===== src/rtl/rdcla_issue_ctrl.sv =====
`default_nettype none
// ============================================================================
// rdcla_issue_ctrl
//   Issue/collect wrapper around a free-running pipelined CLA adder: operand
//   handshake in, credit-protected result FIFO out.
//   Revision: 1.0
// ============================================================================
module rdcla_issue_ctrl #(
  parameter int WIDTH = 32,
  parameter int LAT   = 2,
  parameter int DEPTH = 4
) (
  input  logic             clk,
  input  logic             rst,
  input  logic             req_valid,
  output logic             req_ready,
  input  logic [WIDTH-1:0] req_a,
  input  logic [WIDTH-1:0] req_b,
  input  logic             req_cin,
  output logic [WIDTH-1:0] add_in1,
  output logic [WIDTH-1:0] add_in2,
  output logic             add_cin,
  input  logic [WIDTH-1:0] add_sum,
  input  logic             add_cout,
  output logic             res_valid,
  input  logic             res_ready,
  output logic [WIDTH-1:0] res_sum,
  output logic             res_cout
);

  localparam int CW = $clog2(DEPTH + 1);
  localparam int PW = (DEPTH > 1) ? $clog2(DEPTH) : 1;

  logic [CW-1:0]  credits;
  logic [CW-1:0]  count;
  logic [PW-1:0]  wr_ptr;
  logic [PW-1:0]  rd_ptr;
  logic [LAT:0]   vsr;
  logic [WIDTH:0] mem [DEPTH];
  logic           accept;
  logic           pop;
  logic           wr;

  function automatic logic [PW-1:0] ptr_next(input logic [PW-1:0] p);
    return (p == PW'(DEPTH - 1)) ? '0 : p + PW'(1);
  endfunction

  // Ready depends only on registered credits, so it never waits on req_valid.
  assign req_ready = (credits != '0) && !rst;
  assign accept    = req_valid && req_ready;
  assign res_valid = (count != '0);
  assign pop       = res_valid && res_ready;
  assign wr        = vsr[LAT];

  always_ff @(posedge clk or posedge rst) begin
    if (rst) begin
      add_in1 <= '0;
      add_in2 <= '0;
      add_cin <= 1'b0;
    end else if (accept) begin
      add_in1 <= req_a;
      add_in2 <= req_b;
      add_cin <= req_cin;
    end
  end

  generate
    if (LAT == 0) begin : g_vsr_single
      always_ff @(posedge clk or posedge rst) begin
        if (rst) vsr <= '0;
        else     vsr <= accept;
      end
    end else begin : g_vsr_shift
      always_ff @(posedge clk or posedge rst) begin
        if (rst) vsr <= '0;
        else     vsr <= {vsr[LAT-1:0], accept};
      end
    end
  endgenerate

  always_ff @(posedge clk or posedge rst) begin
    if (rst) begin
      credits <= CW'(DEPTH);
    end else if (accept && !pop) begin
      credits <= credits - CW'(1);
    end else if (pop && !accept) begin
      credits <= credits + CW'(1);
    end
  end

  always_ff @(posedge clk or posedge rst) begin
    if (rst) begin
      count  <= '0;
      wr_ptr <= '0;
      rd_ptr <= '0;
    end else begin
      if (wr)  wr_ptr <= ptr_next(wr_ptr);
      if (pop) rd_ptr <= ptr_next(rd_ptr);
      if (wr && !pop)      count <= count + CW'(1);
      else if (pop && !wr) count <= count - CW'(1);
    end
  end

  // Storage needs no reset: the outputs are masked whenever the FIFO is empty.
  always_ff @(posedge clk) begin
    if (wr) mem[wr_ptr] <= {add_cout, add_sum};
  end

  assign {res_cout, res_sum} = res_valid ? mem[rd_ptr] : '0;

endmodule
`default_nettype wire


===== config.mk =====
export PLATFORM = sky130hd
export DESIGN_NAME = rdcla_issue_ctrl
export DESIGN_NICKNAME = d
export VERILOG_FILES = /design/src/rtl/rdcla_issue_ctrl.sv
export SDC_FILE = /design/constraint.sdc
export NUM_CORES = 1
export LEC_CHECK = 0
export BUFFER_PORTS_ARGS = -buffer_cell sky130_fd_sc_hd__buf_2
export CAP_MARGIN = 20
export CORE_UTILIZATION = 55
export DETAILED_ROUTE_END_ITERATION = 7
export PLACE_DENSITY = 0.82
export RECOVER_POWER = 100
export SETUP_SLACK_MARGIN = 0.2
export SLEW_MARGIN = 15
export SYNTH_ARGS = -nofsm -noshare
export SYNTH_HDL_FRONTEND = slang
export SYNTH_SLANG_ARGS = --single-unit

===== constraint.sdc =====
create_clock -name clk -period 4 [get_ports clk]
set_input_delay 0 -clock clk [delete_from_list [all_inputs] [get_ports clk]]
set_output_delay 0 -clock clk [all_outputs]
set_load 0.01 [all_outputs]

# Yosys cells after proc, flatten, opt, wreduce, memory -nomap -nowiden
# Memories as Yosys holds them, arrays and structs flattened.
# Cells that the tools add are included.
dict set report word_totals {
  ram_bits 132
  out_inout_bits 100
  reg_bits 78
  n_memories 1
}
# name words word_bits read_ports rd_ports_with_merged_regs write_ports line_no
set memory_table {}
lappend memory_table {mem 4 33 1 0 1 39} ;# logic [WIDTH:0] mem [DEPTH];
dict set report classes {
  add_sub_neg 6
  n_eq_ne 2
  n_reduce_logical 15
  mux 9
}
# cell n
set op_table {}
lappend op_table {{two-way mux 33 bit} 1}
lappend op_table {{two-way mux 3 bit} 4}
lappend op_table {{logical AND 1 bit} 7}
lappend op_table {{adder 3 x 1 -> 3 bit (second input constant)} 2}
lappend op_table {{nonzero test 3 bit} 2}
lappend op_table {{subtractor 3 x 1 -> 3 bit (second input constant)} 2}
lappend op_table {{adder 2 x 1 -> 2 bit (second input constant)} 2}
lappend op_table {{== test 2 bit (second input constant)} 2}
lappend op_table {{zero test 1 bit} 4}
lappend op_table {{two-way mux 2 bit} 2}
lappend op_table {{nonzero test 2 bit} 2}
lappend op_table {{two-way mux 1 bit} 2}

# Logic depth before layout (Yosys ltp)
# Gate-level depths: netlist of run 1.
dict set report logic_depth {
  ltp_word 7
  depth_mapped 10
  ltp_nobuf 8
}

# Worst setup path before layout of run 1
# No wires, ideal clock.
dict set report synth_path {
  kind {reg-to-reg}
  startpoint {register credits[2]}
  endpoint {register credits[2]}
  path_stages_with_launch 11
  path_slack_ns 1.854
  arrival_time_ns 2.071
  n_path_buf 2
  synth_period_minus_slack_ns 2.146
  cell_sequence {dfstp_2 -> nor3_2 -> nor3b_2 -> buf_6 -> buf_6 -> ha_1 -> inv_1 -> fa_1 -> xor2_1 -> nor2_1 -> xor2_1}
}
dict set report synth_via {
  elab_chain_len 6
  elab_cells_between_ends 11
  classes_between {add/sub: 2; mux: 2; reduce/logical: 7}
}
# item line_no
set synth_lines {}
lappend synth_lines {{from (decl)} 34} ;# logic [CW-1:0] credits;
lappend synth_lines {{from (signal assigned)} 83} ;# credits <= CW'(DEPTH);
lappend synth_lines {{from (signal assigned)} 85} ;# credits <= credits - CW'(1);
lappend synth_lines {{from (signal assigned)} 87} ;# credits <= credits + CW'(1);
lappend synth_lines {{nonzero test 3 bit *} 49} ;# assign req_ready = (credits != '0) && !rst;
lappend synth_lines {{logical AND 1 bit *} 49}
lappend synth_lines {{logical AND 1 bit *} 50} ;# assign accept = req_valid && req_ready;
lappend synth_lines {{net accept} 40} ;# logic accept;
lappend synth_lines {{zero test 1 bit} 86} ;# end else if (pop && !accept) begin
lappend synth_lines {{logical AND 1 bit} 86}
lappend synth_lines {{nonzero test 2 bit (no line)} n/a}
# The timed path passes the listed nets; every way through them passes the cells marked *. The select of a mux whose other input is x is not followed.
# A chain may end at the register's enable or synchronous reset.

# Worst setup path in the final report of run 1
dict set report layout_path {
  startpoint {register rd_ptr[0]}
  endpoint {output port res_sum[3]}
}
dict set report layout_via {
  elab_chain_len 2
}
# item line_no
set layout_lines {}
lappend layout_lines {{from (decl)} 37} ;# logic [PW-1:0] rd_ptr;
lappend layout_lines {{from (signal assigned)} 98} ;# if (pop) rd_ptr <= ptr_next(rd_ptr);
lappend layout_lines {{memory read (4 x 33 bit)} n/a}
lappend layout_lines {{two-way mux 33 bit} 109} ;# assign {res_cout, res_sum} = res_valid ? mem[rd_ptr] : '0;
lappend layout_lines {{to (decl)} 27} ;# output logic [WIDTH-1:0] res_sum,
# Every way passes these cells.

==> metrics.log, run 1 <==
INFO  metric setup_slack_after_placement = 1.825 ns
INFO  metric maxSlewViolCount = roughly 240
INFO  metric port_buffers = ~200
INFO  metric power = 6.955 mW
INFO  metric critical-path-top-delay-family = flip-flops
INFO  metric cts.repair_timing.setup_buffer_count = 0
INFO  metric fraction_of_layout_instances_using_a_drive_strength_above_1 = 0.2596
INFO  metric dp_cells = 770
INFO  metric cts_num_sinks = 210
INFO  metric synth.avg_cell_area = 20.06 sq um
INFO  metric status = complete, but fails checks
INFO  metric hold_path_class = primary input to register
INFO  metric fp-row-count = 43
INFO  metric timing.critical_path.slowest_cell_delay = 1.28 ns
INFO  metric initial_utilization = 0.5736
INFO  metric number_of_drc_markers_after_the_initial_detailed_route_iteration = about 300
INFO  metric drcViolationCount = 0
INFO  metric synthesis_stage_register_bit_count = 210
INFO  metric dieHeight = around 120 um
INFO  metric max_slew.worst_pin.slew = approximately 2.5 ns
INFO  metric ys.warnings.count = 0
INFO  metric io_pins = roughly 200
INFO  metric grt_max_degree = 67
INFO  metric fmax = ~320 MHz
INFO  metric cp.buffers_inverters = 2
INFO  metric total_leakage_power = a little over 4 nW
INFO  metric synthCells = between 400 and 500
INFO  metric via_per_inst = around 5.3
INFO  metric cp_slowest_cell = sky130_fd_sc_hd__dfrtp_1
INFO  metric core_area = 0.01410 sq mm
INFO  metric powerDensity = between 600 and 700 mW/mm^2
INFO  metric grt_pass1_vias = about 5300
INFO  metric overflow_left_after_global_routing = 0
INFO  metric min_path_cells = 4
INFO  metric postLayoutCellArea = 0.01072 sq mm
INFO  metric worst-r2r-cell-count = 3
INFO  metric timing.critical_path.depth = 4
INFO  metric cp-end-kind = output pin
INFO  metric detailedPlacementHpwl = about 10 mm
INFO  metric final_core_util = 0.7607
INFO  metric final.setup.worst_slack = approximately 0.9 ns
INFO  metric cts_buffer_depth = 3
INFO  metric gp_congestion = roughly 0.77
INFO  metric final_period_minus_worst_setup_slack = 3.103 ns
INFO  metric grt_setup_unrepaired = false
INFO  metric fp.dieW = 123.2 um
INFO  metric final.hold.worst_slack = 0.1591 ns
INFO  metric placement.cell_area = 0.009225 sq mm
INFO  metric critPathMaxFanout = 24
INFO  metric final_cells = between 900 and 1000
INFO  metric synth.net_count = between 500 and 600
INFO  metric cts_tree = built
INFO  metric synth.lib_cells_used.distinct = 24
INFO  metric number_of_antenna_violations_at_the_first_check_in_global_routing = 1
INFO  metric min_period_over_period = 0.7758
INFO  metric finalSetupViolations = 0
INFO  metric worst_skew_pair.late_latency = just under 0.5 ns
INFO  metric cp_cell_sequence = buf_4, mux4_2, and2_0, buf_2
INFO  metric slew_headroom = -0.6635
INFO  metric failing_checks = max-capacitance violations, max-slew violations
INFO  metric firstDrtPassIters = 4
INFO  metric max_cap_viol_count = 6
INFO  metric arrival_time_worst_endpoint = between 3 and 4 ns
INFO  metric vdd_ir_drop_max = approximately 0.44 mV
INFO  metric design.die.area = ~0.015 sq mm
INFO  metric synth_sequential_area_ratio = 0.7318
INFO  metric grt_usage = 0.2437
INFO  metric start_kind = register
INFO  metric final_antenna_net_count = 0
INFO  metric worstPathRequired = roughly 4.0 ns
INFO  metric fin_skew = 0.01240 ns
INFO  metric timing_hold_violations_final = 0
INFO  metric route.final.wire_length = 17.93 mm
INFO  metric cts.htree.levels = 1
INFO  metric fill_count = 848
INFO  metric path_clk_slew = ~0.06 ns
INFO  metric cts_root_buf = sky130_fd_sc_hd__clkbuf_16
INFO  metric cts_made_buffers = 21
INFO  metric routed_length_per_instance = just under 20 um
INFO  metric via_count = ~4800
INFO  metric finalSetupTns = 0 ns
INFO  metric finalNetCount = between 800 and 900
INFO  metric area_growth_syn_to_layout = 32.62%
INFO  metric grt_first_pass_wirelength = approximately 27 mm
INFO  metric critPathKind = register to output pin
INFO  metric post_synth_instance_area = approximately 0.008 sq mm
[flip-flops by register name (all words and copies together) (netlist names)]
signal / flops
count: 3
rd_ptr: 2
credits: 3
vsr: 3
wr_ptr: 2
add_in2: 32
mem: 132
add_cin: 1
add_in1: 32
[kinds of logic after synthesis]
group | synth area share
AOI/OAI and AO/OA | 0.001238
xor gates and xnor gates | 0.006499
adders and majority gates | 0.01578
buffers and inverters | 0.02120
DFF | 0.7318
muxes | 0.1879
and+or+nand+nor | 0.03559
[final cells by class]
| type | count | area [sq um] | share of cell area |
|---|---|---|---|
| diodes | 3 | 7.507 | 0.0007001 |
| clock inverters | 8 | 42.54 | 0.003967 |
| clock buffers | 30 | 603.1 | 0.05624 |
| well taps | 180 | 225.2 | 0.02100 |
| repair buffers | 306 | 1899 | 0.1771 |
| flip-flops and latches | 210 | 5917 | 0.5518 |
| inverters | 8 | 30.03 | 0.002800 |
| multi-input cells | 166 | 1998 | 0.1863 |
[routing by layer]
metal	vias to the layer above	track usage	wire, um
li1	2154	-	-
met2	214	0.4253	9458
met3	35	0.06181	1324
met4	0	0.07982	376
met5	-	0	0
met1	2401	0.2968	6773
[power by group]
part / total [mW] / internal [mW] / switching, mW
logic: 2.04 / 1.02 / 1.02
registers: 3.09 / 2.76 / 0.328
clock network: 1.82 / 1.05 / 0.768
[worst min-delay path, stage by stage]
cell,delay [ns]
sky130_fd_sc_hd__buf_2,0.08
sky130_fd_sc_hd__nor3b_4,0.20
sky130_fd_sc_hd__ha_1,0.24
sky130_fd_sc_hd__xnor2_1,0.09
[final timing paths]
check                      slack, ns                  start                 endpoint
setup / recovery                0.90  rd_ptr[0]$_DFFE_PP0P_               res_sum[3]
hold / removal                  0.16              req_valid   credits[0]$_DFFE_PP0P_
setup reg to reg                1.02  wr_ptr[0]$_DFFE_PP0P_      mem[0][2]$_DFFE_PP_
hold reg to reg                 0.34       vsr[1]$_DFF_PP0_         vsr[2]$_DFF_PP0_
max in group asynchronous       1.81                    rst   add_in2[0]$_DFFE_PP0P_
min in group asynchronous       0.54                    rst  add_in1[10]$_DFFE_PP0P_
[placed cells by master, fill, tap and decap left out, drive strengths merged, types with 2 or more instances in the layout]
| cell type | netlist | routed |
|---|---|---|
| buf | 14 | 94 |
| diode | 0 | 3 |
| ha | 7 | 7 |
| and2 | 37 | 37 |
| clkbuf | 5 | 142 |
| mux4 | 33 | 33 |
| xnor2 | 2 | 2 |
| xor2 | 4 | 4 |
| nand2 | 2 | 2 |
| clkinv | 0 | 6 |
| mux2 | 68 | 68 |
| inv | 8 | 10 |
| fa | 2 | 2 |
| o21ai | 2 | 2 |
| nor2 | 4 | 4 |
| edfxtp | 132 | 132 |
| dlygate4sd3 | 0 | 100 |
| dfrtp | 77 | 77 |
[synthesized netlist by cell type]
| master | number | area [sq um] |
|---|---|---|
| sky130_fd_sc_hd__xnor2_1 | 2 | 17.52 |
| sky130_fd_sc_hd__dfstp_2 | 1 | 26.28 |
| sky130_fd_sc_hd__mux2_2 | 29 | 326.6 |
| sky130_fd_sc_hd__buf_2 | 5 | 25.02 |
| sky130_fd_sc_hd__nand2_1 | 2 | 7.510 |
| sky130_fd_sc_hd__mux2i_1 | 1 | 10.01 |
| sky130_fd_sc_hd__mux4_2 | 33 | 743.2 |
| sky130_fd_sc_hd__xor2_1 | 4 | 35.03 |
| sky130_fd_sc_hd__and2_1 | 37 | 231.5 |
| sky130_fd_sc_hd__ha_1 | 7 | 87.58 |
| sky130_fd_sc_hd__clkbuf_1 | 5 | 18.77 |
| sky130_fd_sc_hd__edfxtp_1 | 132 | 3964 |
| sky130_fd_sc_hd__or3_1 | 1 | 6.260 |
| sky130_fd_sc_hd__mux2_1 | 39 | 439.2 |
| sky130_fd_sc_hd__nand3_1 | 1 | 5.000 |
| sky130_fd_sc_hd__nor3_2 | 1 | 10.01 |
| sky130_fd_sc_hd__buf_4 | 1 | 7.510 |
| sky130_fd_sc_hd__o21ai_0 | 2 | 10.01 |
| sky130_fd_sc_hd__fa_1 | 2 | 40.04 |
| sky130_fd_sc_hd__nor3b_2 | 1 | 12.51 |
| sky130_fd_sc_hd__buf_6 | 8 | 90.09 |
| sky130_fd_sc_hd__inv_1 | 8 | 30.03 |
| sky130_fd_sc_hd__nor2_1 | 4 | 15.01 |
| sky130_fd_sc_hd__dfrtp_1 | 77 | 1927 |
[timing repair]
item | 4_1_cts | 5_1_grt
hold endpoints to repair | 235 | 0
setup endpoints to repair | 0 | 0
hold buffers | 100 | 0
resized for setup | 0 | 0
Note: power is estimated with default switching activity, not from simulation.
==> run 2, diff against run 1 <==
--- a/config.mk
+++ b/config.mk
@@ -5,11 +5,12 @@
 export SDC_FILE = /design/constraint.sdc
 export NUM_CORES = 1
 export LEC_CHECK = 0
+export ABC_AREA = 1
 export BUFFER_PORTS_ARGS = -buffer_cell sky130_fd_sc_hd__buf_2
 export CAP_MARGIN = 20
-export CORE_UTILIZATION = 55
+export CORE_UTILIZATION = 54
 export DETAILED_ROUTE_END_ITERATION = 7
-export PLACE_DENSITY = 0.82
+export PLACE_DENSITY = 0.8
 export RECOVER_POWER = 100
 export SETUP_SLACK_MARGIN = 0.2
 export SLEW_MARGIN = 15
==> constraint.sdc (replaced) <==
create_clock -name clk -period 3.25 [get_ports clk]
set_input_delay 0 -clock clk [delete_from_list [all_inputs] [get_ports clk]]
set_output_delay 0 -clock clk [all_outputs]
set_load 0.01 [all_outputs]
==> metrics.log, run 2 <==
INFO  metric max_slew.worst_pin.slew = 1.675 ns
INFO  metric grt_usage = 0.2608
INFO  metric sequentialPowerShare = 0.504
INFO  metric initial_utilization = 0.5599
INFO  metric slew_headroom = -0.1165
INFO  metric firstDrtPassIters = 5
INFO  metric start_kind = register
INFO  metric drcViolationCount = 0
INFO  metric number_of_antenna_violations_at_the_first_check_in_global_routing = 0
INFO  metric timing.critical_path.slowest_cell_delay = around 1.1 ns
INFO  metric gp_congestion = between 0.7 and 0.8
INFO  metric ys.flop_type = sky130_fd_sc_hd__edfxtp_1
INFO  metric detailedPlacementHpwl = 11.92 mm
INFO  metric routed_length_per_instance = ~16 um
INFO  metric max_cap_viol_count = 1
INFO  metric fp.dieW = 131.3 um
INFO  metric grt_pass1_vias = approximately 7200
INFO  metric register_containing_the_most_flip_flops_in_the_final_layout = mem
INFO  metric critPathMaxFanout = 21
INFO  metric ys_top_cells_by_count = sky130_fd_sc_hd__nand2_1, sky130_fd_sc_hd__inv_1, sky130_fd_sc_hd__edfxtp_1, sky130_fd_sc_hd__dfrtp_1, sky130_fd_sc_hd__nand3_1
INFO  metric synthCells = approximately 890
INFO  metric worst_skew_pair.late_latency = about 0.49 ns
INFO  metric cp-end-kind = register
INFO  metric grt_max_degree = 145
INFO  metric finalSetupViolations = 0
INFO  metric fmax = 389.7 MHz
INFO  metric cts.repair_timing.setup_buffer_count = 0
INFO  metric core_area = ~0.016 sq mm
INFO  metric netlist.top_cell.by_area = sky130_fd_sc_hd__edfxtp_1
INFO  metric largest_registers = mem (132), add_in1 (32), add_in2 (32)
INFO  metric min_period_over_period = 0.7895
INFO  metric power_frac_comb = 0.039
INFO  metric fill_count = roughly 1100
INFO  metric failing_checks = max-capacitance violations, max-slew violations
INFO  metric synthesis_stage_register_bit_count = 210
INFO  metric total_leakage_power = approximately 5.5 nW
INFO  metric number_of_drc_markers_after_the_initial_detailed_route_iteration = between 400 and 500
INFO  metric fin_skew = 0.01122 ns
INFO  metric arrival_time_worst_endpoint = ~2.7 ns
INFO  metric layout_common_cells = sky130_fd_sc_hd__nand2_1, sky130_fd_sc_hd__inv_1, sky130_fd_sc_hd__clkbuf_1, sky130_fd_sc_hd__edfxtp_1, sky130_fd_sc_hd__dlygate4sd3_1
INFO  metric post-synth-top-area-fraction = 0.4393
INFO  metric yosys.cell_count.top_type = sky130_fd_sc_hd__nand2_1
INFO  metric layout_commonest_cell = sky130_fd_sc_hd__nand2_1
INFO  metric power.share.clock = 0.457
INFO  metric route.final.wire_length = ~22 mm
INFO  metric maxSlewViolCount = about 150
INFO  metric cts_num_sinks = 210
INFO  metric overflow_left_after_global_routing = 0
INFO  metric dp_cells = ~1300
INFO  metric area_growth_syn_to_layout = 29.47%
INFO  metric grt_first_pass_wirelength = 35.87 mm
INFO  metric path_clk_slew = 0.06 ns
INFO  metric power.switching = 1.077 mW
INFO  metric final_period_minus_worst_setup_slack = around 2.6 ns
INFO  metric powerDensity = between 400 and 500 mW/mm^2
INFO  metric timing_hold_violations_final = 0
INFO  metric design.die.area = ~0.017 sq mm
INFO  metric port_buffers = approximately 200
INFO  metric cts_root_buf = sky130_fd_sc_hd__clkbuf_16
INFO  metric dieHeight = 131.3 um
INFO  metric cp_cell_sequence = ha_1, nand2_1, inv_1, clkbuf_1
INFO  metric synth-edff-count = about 130
INFO  metric synth.lib_cells_used.distinct = 22
INFO  metric finalSetupTns = 0 ns
INFO  metric cp_slowest_cell = sky130_fd_sc_hd__clkbuf_1
INFO  metric largest_register_ffs = 132
INFO  metric synth.avg_cell_area = a little over 10 sq um
INFO  metric cts_tree = built
INFO  metric async_flop_share = 0.3714
INFO  metric cts_made_buffers = 22
INFO  metric critical-path-top-delay-family = buffers and inverters
INFO  metric cp.buffers_inverters = 2
INFO  metric grt_setup_unrepaired = false
INFO  metric vdd_ir_drop_max = a little over 0.4 mV
INFO  metric synth_sequential_area_ratio = 0.6558
INFO  metric finalNetCount = approximately 1300
INFO  metric cts_buffer_depth = 3
INFO  metric fp-row-count = 46
INFO  metric via_count = just over 7000
INFO  metric hold_path_class = primary input to register
INFO  metric cts.htree.levels = 1
INFO  metric ys.warnings.count = 0
INFO  metric worstPathRequired = about 3.3 ns
INFO  metric post_synth_instance_area = 0.009022 sq mm
INFO  metric via_per_inst = roughly 5.1
INFO  metric ctsResizeCount = 0
INFO  metric io_pins = roughly 200
INFO  metric antenna_fix_cells = 0
INFO  metric fraction_of_layout_instances_using_a_drive_strength_above_1 = 0.09631
INFO  metric power_switching_share = 0.1910
INFO  metric final_cells = about 1400
INFO  metric critPathKind = register to register
INFO  metric status = complete, but fails checks
INFO  metric p_int = around 4.6 mW
INFO  metric final_antenna_net_count = 0
INFO  metric synth.area.top_cells = sky130_fd_sc_hd__edfxtp_1, sky130_fd_sc_hd__dfrtp_1, sky130_fd_sc_hd__nand2_1, sky130_fd_sc_hd__inv_1, sky130_fd_sc_hd__nand4_1
INFO  metric synth.net_count = ~1000
[run 2: stage by stage]
stage | worst slack [ns] | hold slack, ns | util | instance area, sq um | power [mW]
after floorplan | 1.310 | 0.09887 | - | 9022 | 2.935
after global placement | 1.473 | 0.2152 | 0.6269 | 10100 | 3.019
after detailed placement | 1.430 | 0.2177 | 0.6286 | 10130 | 3.021
after CTS | 0.9456 | 0.2405 | 0.7380 | 11890 | 5.682
after global routing | 0.4493 | 0.3061 | 0.7248 | 11680 | 5.805
final | 0.6840 | 0.2981 | 0.7248 | 11680 | 5.638
[run 2: worst paths after layout]
| kind | slack, ns | end | startpoint | cells after the start |
|---|---|---|---|---|
| max in group asynchronous | 1.43 | rd_ptr[0]$_DFFE_PP0P_ | rst | 4 |
| min in group asynchronous | 0.73 | add_in1[5]$_DFFE_PP0P_ | rst | 4 |
| max | 0.68 | mem[3][28]$_DFFE_PP_ | wr_ptr[0]$_DFFE_PP0P_ | 4 |
| min reg2reg | 0.35 | vsr[1]$_DFF_PP0_ | vsr[0]$_DFF_PP0_ | 0 |
| min | 0.30 | add_in1[22]$_DFFE_PP0P_ | req_a[22] | 4 |
| max reg2reg | 0.68 | mem[3][28]$_DFFE_PP_ | wr_ptr[0]$_DFFE_PP0P_ | 4 |
[run 2: what timing repair did]
action                                  in CTS  in global routing
hold buffers                               101                  0
endpoints found under the hold margin      277                  0
endpoints found under the setup margin       0                  0
[run 2: cells by family (layout without fill, tap and decap cells)]
family,after synthesis,in the layout,share of synthesized area
AND/OR/NAND/NOR,426,426,0.2066
flip-flops,210,210,0.6558
buffers and inverters,207,509,0.1004
AO/OA/AOI/OAI,38,38,0.02108
adder cells (fa/ha/maj),9,9,0.01414
XOR/XNOR,2,2,0.001942
[run 2: per-layer routing]
metal  global-route usage  wire [um]  part of all wire  vias up
li1                     -          -                 -     3452
met1               0.3207       8768              0.39     3466
met2               0.4557      11390              0.51      297
met3              0.05363       1613             0.072       44
met4              0.09367        553             0.025        0
met5                    0          0                 0        -
[run 2: power by group through the flow]
| stage | sequential (mW) | combinational, mW | clock (mW) |
|---|---|---|---|
| 6_report | 2.84 | 0.219 | 2.58 |
| 3_5_place_dp | 2.90 | 0.124 | 0 |
| 4_1_cts | 2.84 | 0.220 | 2.62 |
| 5_1_grt | 2.84 | 0.234 | 2.73 |
| 2_1_floorplan | 2.90 | 0.0371 | 0 |
| 3_3_place_gp | 2.90 | 0.122 | 0 |
[run 2: layout make-up]
cell class	count	area, sq um	share of cell area
repair buffers	315	1967	0.1684
flip-flops and latches	210	5918	0.5066
clock inverters	8	112.6	0.009640
inverters	154	579.3	0.04959
multi-input cells	475	2195	0.1879
well taps	216	270.3	0.02314
clock buffers	32	639.4	0.05473
[run 2: tightest hold or removal path, stage by stage]
cell,delay (ns)
sky130_fd_sc_hd__dlygate4sd3_1,0.52
sky130_fd_sc_hd__buf_2,0.09
sky130_fd_sc_hd__nand4_1,0.08
sky130_fd_sc_hd__nand2_1,0.07
